**config.mk**
```make
export PLATFORM = sky130hd
export DESIGN_NAME = level_to_pulse
export DESIGN_NICKNAME = d
export VERILOG_FILES = /design/src/rtl/level_to_pulse.sv
export SDC_FILE = /design/constraint.sdc
export NUM_CORES = 1
export LEC_CHECK = 0
export ABC_AREA = 0
export CORE_MARGIN = 4
export CORE_UTILIZATION = 37
export CTS_CLUSTER_DIAMETER = 150
export DETAILED_ROUTE_END_ITERATION = 7
export GPL_TIMING_DRIVEN = 1
export PLACE_DENSITY_LB_ADDON = 0.12
export SLEW_MARGIN = 20
export SYNTH_ARGS = -nofsm -noshare
export SYNTH_HDL_FRONTEND = slang
export SYNTH_SLANG_ARGS = --single-unit
```
**constraint.sdc**
```tcl
create_clock -name clk -period 1.7 [get_ports clk]
set_input_delay 0.34 -clock clk [delete_from_list [all_inputs] [get_ports clk]]
set_output_delay 0.34 -clock clk [all_outputs]
set_load 0.01 [all_outputs]
```
**src/rtl/level_to_pulse.sv**
```systemverilog
// level_to_pulse: 2-flop synchronizer -> counter debouncer -> registered edge detector.
// Latency: a raw change captured by sync1 at edge k moves level_out and pulse_out at edge k+1+DEBOUNCE_CYCLES.
// Optional auto-repeat while held is enabled by defining L2P_AUTO_REPEAT_EN; no backpressure (free-running strobe).
module level_to_pulse #(
  parameter int ACTIVE_LOW      = 1,
  parameter int DEBOUNCE_CYCLES = 500000,
  parameter int EDGE_MODE       = 0,
  parameter int REPEAT_DELAY    = 25000000,
  parameter int REPEAT_PERIOD   = 5000000
) (
  input  logic clk,
  input  logic rst,
  input  logic level_in,
  output logic pulse_out,
  output logic level_out
);

  // Elaboration-time sanity checks on the configuration.
  if (DEBOUNCE_CYCLES < 1) begin : g_bad_debounce
    $error("level_to_pulse: DEBOUNCE_CYCLES must be >= 1");
  end
  if (EDGE_MODE < 0 || EDGE_MODE > 2) begin : g_bad_edge_mode
    $error("level_to_pulse: EDGE_MODE must be 0, 1 or 2");
  end
  if (REPEAT_DELAY < 1 || REPEAT_PERIOD < 1) begin : g_bad_repeat
    $error("level_to_pulse: REPEAT_DELAY and REPEAT_PERIOD must be >= 1");
  end

  localparam int               CNT_W    = $clog2(DEBOUNCE_CYCLES + 1);
  localparam logic [CNT_W-1:0] CNT_MAX  = CNT_W'(DEBOUNCE_CYCLES - 1);
  localparam logic             RAW_IDLE = (ACTIVE_LOW != 0);
  localparam logic             PRESS_EN = (EDGE_MODE == 0) || (EDGE_MODE == 2);
  localparam logic             REL_EN   = (EDGE_MODE == 1) || (EDGE_MODE == 2);

  logic             sync1_q, sync2_q;
  logic             stable_q, stable_d;
  logic [CNT_W-1:0] cnt_q, cnt_d;
  logic             pulse_q, pulse_d;
  logic             sample, mismatch, flip, edge_pulse;

  // Debounce decision: a flip happens only after DEBOUNCE_CYCLES consecutive mismatching samples.
  always_comb begin
    sample     = sync2_q ^ RAW_IDLE;
    mismatch   = (sample != stable_q);
    flip       = mismatch && (cnt_q == CNT_MAX);
    stable_d   = flip ? sample : stable_q;
    // Any matching sample (or the accepting flip) restarts the count, so short glitches vanish.
    cnt_d      = (mismatch && !flip) ? (cnt_q + CNT_W'(1)) : '0;
    edge_pulse = flip && ((sample && PRESS_EN) || (!sample && REL_EN));
  end

`ifdef L2P_AUTO_REPEAT_EN
  localparam int               HOLD_MAX  = (REPEAT_DELAY > REPEAT_PERIOD) ? REPEAT_DELAY : REPEAT_PERIOD;
  localparam int               HOLD_W    = $clog2(HOLD_MAX + 1);
  localparam logic [HOLD_W-1:0] DELAY_LD  = HOLD_W'(REPEAT_DELAY - 1);
  localparam logic [HOLD_W-1:0] PERIOD_LD = HOLD_W'(REPEAT_PERIOD - 1);
  localparam logic             REPEAT_EN = (EDGE_MODE != 1);

  logic [HOLD_W-1:0] hold_q, hold_d;
  logic              rep_pulse;

  // Hold countdown: loaded at the press flip, fires when it reaches zero, then reloads with the period.
  // Repeat pulses need stable_q already 1 and no flip this edge, so they never overlap a press or release.
  always_comb begin
    hold_d    = '0;
    rep_pulse = 1'b0;
    if (REPEAT_EN) begin
      if (flip && sample) begin
        hold_d = DELAY_LD;
      end else if (stable_q && !flip) begin
        if (hold_q == '0) begin
          rep_pulse = 1'b1;
          hold_d    = PERIOD_LD;
        end else begin
          hold_d = hold_q - HOLD_W'(1);
        end
      end
    end
    pulse_d = edge_pulse | rep_pulse;
  end

  // Hold counter register.
  always_ff @(posedge clk or posedge rst) begin
    if (rst) begin
      hold_q <= '0;
    end else begin
      hold_q <= hold_d;
    end
  end
`else
  // Without auto-repeat the strobe is purely the qualified edge.
  always_comb begin
    pulse_d = edge_pulse;
  end
`endif

  // Synchronizer, debouncer and strobe registers; sync flops reset to the idle raw level.
  always_ff @(posedge clk or posedge rst) begin
    if (rst) begin
      sync1_q  <= RAW_IDLE;
      sync2_q  <= RAW_IDLE;
      stable_q <= 1'b0;
      cnt_q    <= '0;
      pulse_q  <= 1'b0;
    end else begin
      sync1_q  <= level_in;
      sync2_q  <= sync1_q;
      stable_q <= stable_d;
      cnt_q    <= cnt_d;
      pulse_q  <= pulse_d;
    end
  end

  assign level_out = stable_q;
  assign pulse_out = pulse_q;

endmodule

```
==> results by stage <==
Setup path:
- The kind of cell with the highest combined delay along the critical path is simple AND/OR/NAND/NOR gates.
- The arrival time of data at the critical path endpoint is 1.85 ns.
- Of all nets on the critical path, the largest fanout is 4.
- In this run the worst setup path terminates at cnt_q[13].
- The critical path runs through a total of 6 cells.
- The worst register-to-register path has a setup slack of 0.05 ns.
- The endpoint identified for the worst register-to-register timing path is cnt_q[13].
- The launching instance or port of the critical path is cnt_q[10].
- The count of buffer and inverter cells on the critical path is 2.
- The worst setup path is launched from a register.
- In this design, the stage delay of the slowest critical-path cell is 0.39 ns.
- The startpoint of the worst register-to-register path is cnt_q[10].
- Traced cell by cell, the critical path runs through buf_4, nand4_1, buf_4, nor4_1, xnor2_1, nor2_1.
- The cell with the largest stage delay on the worst path is sky130_fd_sc_hd__dfrtp_1.
- STA classifies the critical path endpoint as a register.
- The critical path class is reg2reg.
- The depth of the worst register-to-register path is 6.
- Counting stages on the worst path, the most repeated cell is sky130_fd_sc_hd__buf_4.
- STA puts the critical path data required time at 1.90 ns.

Floorplan:
- The die is 63.60 um wide.
- The die is ~64 um tall.
- In this run the count of I/O pins placed on the die edge is 5.
- In this run the core area contains 19 standard-cell rows.
- The core region is 2853 um2.
- The initial utilization of the core area, before any placement, comes to 40.09%.
- The die covers 4044 um2.

Cells and area:
- In the final layout, the share of cells above drive strength 1 is 24.46%.
- The number of nets in the final layout is 144.
- For this run, the share of the core covered by cells in the final layout is 49.43%.
- The area of combinational cells with multiple inputs is 561.8 um2.
- After routing the design area is between 1000 and 1500 um2.
- The total inserted antenna cells is 0.
- The area growth from synthesis to final layout is 23.30%.
- The filler-free cell count of the finished design is 170.
- The register area is 578.1 um2.
- The total of fill cells in the finished design is 266.

Logic synthesis:
- During synthesis, Yosys emitted a total of 0 warnings.
- Synthesis inferred 23 register bits.
- Averaged over all synthesized cells, the footprint is 9.944 um2.
- The synthesized instance count is 115.
- After synthesis the cells add up to 1144 um2.
- The post-synthesis sequential area ratio is 50.55%.
- The cell type with the highest aggregate area in the netlist is sky130_fd_sc_hd__dfrtp_1.
- The number of distinct standard cells referenced by the synthesized netlist is 30.
- The share of the synthesized area in the top cell type is 45.95%.
- Ranked by total cell area, the synthesized netlist is headed by sky130_fd_sc_hd__dfrtp_1 46%, sky130_fd_sc_hd__xnor2_1 7.7%, sky130_fd_sc_hd__nor2_1 6.2%.
- The number of nets in the synthesized netlist is roughly 120.

Hold path:
- The min-delay analysis places its worst path in the category in2async.

Global route:
- Entering global routing, the biggest net connects 24 pins.
- The number of global-route vias before repair was just under 1,000.
- The initial antenna violation count came to 0.
- The first global-routing pass estimated approximately 4.3 mm of wire.
- The combined global-route utilization of all metal layers is 13.19%.
- Summed over all layers, the global routing overflow is 0.

CTS:
- The later pin in the worst-skew pair is clocked with a latency of roughly 0.3 ns.
- The clock tree from TritonCTS is built.
- The total clock sinks is 23.
- CTS built an H-tree with a depth of 1.
- The maximum number of buffers from clock root to sink is 2.
- After clock tree synthesis, the clock-pin slew on the worst setup and hold paths is 0.12 ns.
- Clock tree synthesis selected as its root buffer the cell sky130_fd_sc_hd__clkbuf_4.
- TritonCTS created 3 clock buffers.

Drt:
- The remaining number of nets flagged by the antenna check after routing is 0.
- After detailed routing, the total wire length is 2.535 mm.
- The routed wire length per instance is roughly 15 um.
- The post-route DRC violation count is 0.
- The average via count per standard cell is 5.406.
- The violation count after the first detailed-route iteration is between 40 and 50.
- The length of the first detailed-routing pass in iterations is 4.
- Summing over every cut layer, the via total after detailed routing is 919.

Placed design:
- The instance count after placement with tap cells included is between 150 and 200.
- OpenSTA, run right after detailed placement, puts the worst setup slack at -0.0001735 ns.
- At the end of routability-driven placement, the weighted congestion stood at ~0.80.
- The total of buffers placed on input and output ports is 4.
- Once detailed placement completed, the half-perimeter wirelength came to 1.754 mm.
- In this run the cell area measured after placement is 1306 um2.

Timing:
- The minimum period implied by the final worst setup slack is roughly 1.6 ns.
- In this run the tightest slew margin relative to its limit is 75.41%.
- The maximum frequency from static timing analysis is between 600 and 700 MHz.
- The final setup violation count is 0.
- The final number of hold-violating endpoints is 0.
- The final max-slew violation count is 0.
- For the pin with the worst max-slew slack, the measured transition is 0.3642 ns.
- The worst hold-check slack is 0.3655 ns.
- The clock skew after layout is 0.004617 ns.
- Once routing completed, OpenROAD measured the worst setup slack at 0.05243 ns.
- The share of the clock period used by the worst path after layout is 96.92%.

Power:
- Of the total power, the share spent switching nets is between 20% and 30%.
- The power spent charging and discharging nets is 194.6 uW.
- IR analysis of the VDD net gives a maximum drop of roughly 300 uV.
- The share of power burned in the clock network is between 20 and 30%.
- The internal power of the cells totals 677.1 uW.
- The share of total power dissipated in combinational logic is 7.0%.
- Of the total power, registers draw between 60% and 70%.
- In this run the power density over the cells is 618.2 nW/um2.
- The leakage power is 0.0005764 uW.

Run status:
- The run finished with clean final reports.

Flow run:
- The tool flagged a number of max-cap violations equal to 0.
flip-flops by register name (all words and copies together) (netlist names):
signal	cells
sync2_q	1
cnt_q	19
pulse_out	1
sync1_q	1
level_out	1
power groups by stage:
| stage | clock network [uW] | registers (uW) | logic [uW] |
|---|---|---|---|
| global placement | 0 | 574 | 53.7 |
| floorplan | 0 | 573 | 32.5 |
| detailed placement | 0 | 574 | 54.6 |
| global route | 283 | 565 | 70.5 |
| finish | 247 | 563 | 61.3 |
| CTS | 264 | 563 | 59.6 |
metal layers:
layer | track usage [%] | part of all wire (%) | vias up
met5 | 0 | 0 | -
met4 | 4.852 | 0.79 | 0
met3 | 2.664 | 3.4 | 2
met2 | 22.43 | 53 | 13
met1 | 16.39 | 43 | 454
li1 | - | - | 450
kinds of logic (layout without fill, tap and decap cells):
logic type                 Yosys count  in the layout  share of synthesized area [%]
adders and majority gates            1              1                          1.094
buffers and inverters                8             32                          3.828
DFF                                 23             23                          50.55
AOI/OAI and AO/OA                   12             12                          7.222
xor gates and xnor gates            14             14                          10.72
and+or+nand+nor                     57             57                          26.59
cell type report:
class / count / area share (%)
tap: 31 / 2.751
multi-input combinational: 84 / 39.84
inverter: 4 / 1.065
sequential: 23 / 40.99
timing repair buffer: 24 / 13.49
clock buffer: 4 / 1.863
through the flow:
step / setup TNS (ns) / total power, uW
6_report: 0 / 871.7
5_1_grt: -0.003132 / 918.5
4_1_cts: 0 / 886.0
3_5_place_dp: -0.0001735 / 628.8
3_3_place_gp: 0 / 627.5
2_1_floorplan: 0 / 605.2
worst min path at each step:
| stage | endpoint | cells after the start |
|---|---|---|
| 2_1_floorplan | cnt_q[0] | 1 |
| 3_3_place_gp | sync2_q | 0 |
| 3_5_place_dp | sync2_q | 0 |
| 4_1_cts | pulse_out | 3 |
| 5_1_grt | sync2_q | 0 |
| 6_report | level_out | 3 |
cells in the mapped netlist:
cell type                  count
sky130_fd_sc_hd__and4_4        1
sky130_fd_sc_hd__or4_1         1
sky130_fd_sc_hd__or3_1         1
sky130_fd_sc_hd__nand4_1       7
sky130_fd_sc_hd__ha_1          1
sky130_fd_sc_hd__and3_1        2
sky130_fd_sc_hd__o21ai_0       4
sky130_fd_sc_hd__inv_1         4
sky130_fd_sc_hd__a21oi_1       4
sky130_fd_sc_hd__o21bai_4      1
sky130_fd_sc_hd__nor4_2        1
sky130_fd_sc_hd__nor3_1        5
sky130_fd_sc_hd__o41ai_1       1
sky130_fd_sc_hd__nor4_1        3
sky130_fd_sc_hd__nor4b_1       2
sky130_fd_sc_hd__buf_6         1
sky130_fd_sc_hd__dfrtp_1      21
sky130_fd_sc_hd__nand2_4       1
sky130_fd_sc_hd__clkbuf_2      1
sky130_fd_sc_hd__nor2_1       19
sky130_fd_sc_hd__o31ai_1       1
sky130_fd_sc_hd__xor2_1        4
sky130_fd_sc_hd__buf_4         1
sky130_fd_sc_hd__a211oi_1      1
sky130_fd_sc_hd__or2_0         1
sky130_fd_sc_hd__nand2_1       4
sky130_fd_sc_hd__buf_2         1
sky130_fd_sc_hd__dfstp_2       2
sky130_fd_sc_hd__xnor2_1      10
sky130_fd_sc_hd__nand3_1       9
tightest hold or removal path, cell delays in order:
cell	delay, ns
sky130_fd_sc_hd__clkdlybuf4s50_1	0.40
sky130_fd_sc_hd__inv_1	0.05
sky130_fd_sc_hd__buf_4	0.28
layout by cell type, fill, tap and decap left out, drive strengths merged:
cell type,instances
buf,20
nand2,5
nor3,5
o41ai,1
or3,1
o21ai,4
dfstp,2
nor2,19
nand3,9
o21bai,1
nor4b,2
nor4,4
clkdlybuf4s50,4
dfrtp,21
clkbuf,4
a21oi,4
inv,4
or4,1
or2,1
o31ai,1
a211oi,1
and3,2
and4,1
xor2,4
nand4,7
xnor2,10
ha,1
what timing repair did:
item                                   CTS  global route
hold buffers                             0             0
setup buffers                            1             4
gates cloned                             0             0
setup endpoints to repair                1             4
resized for setup                        0             8
pin swaps                                0             4
endpoints found under the hold margin    0             0
No activity file was read; power rests on OpenSTA's default activity.
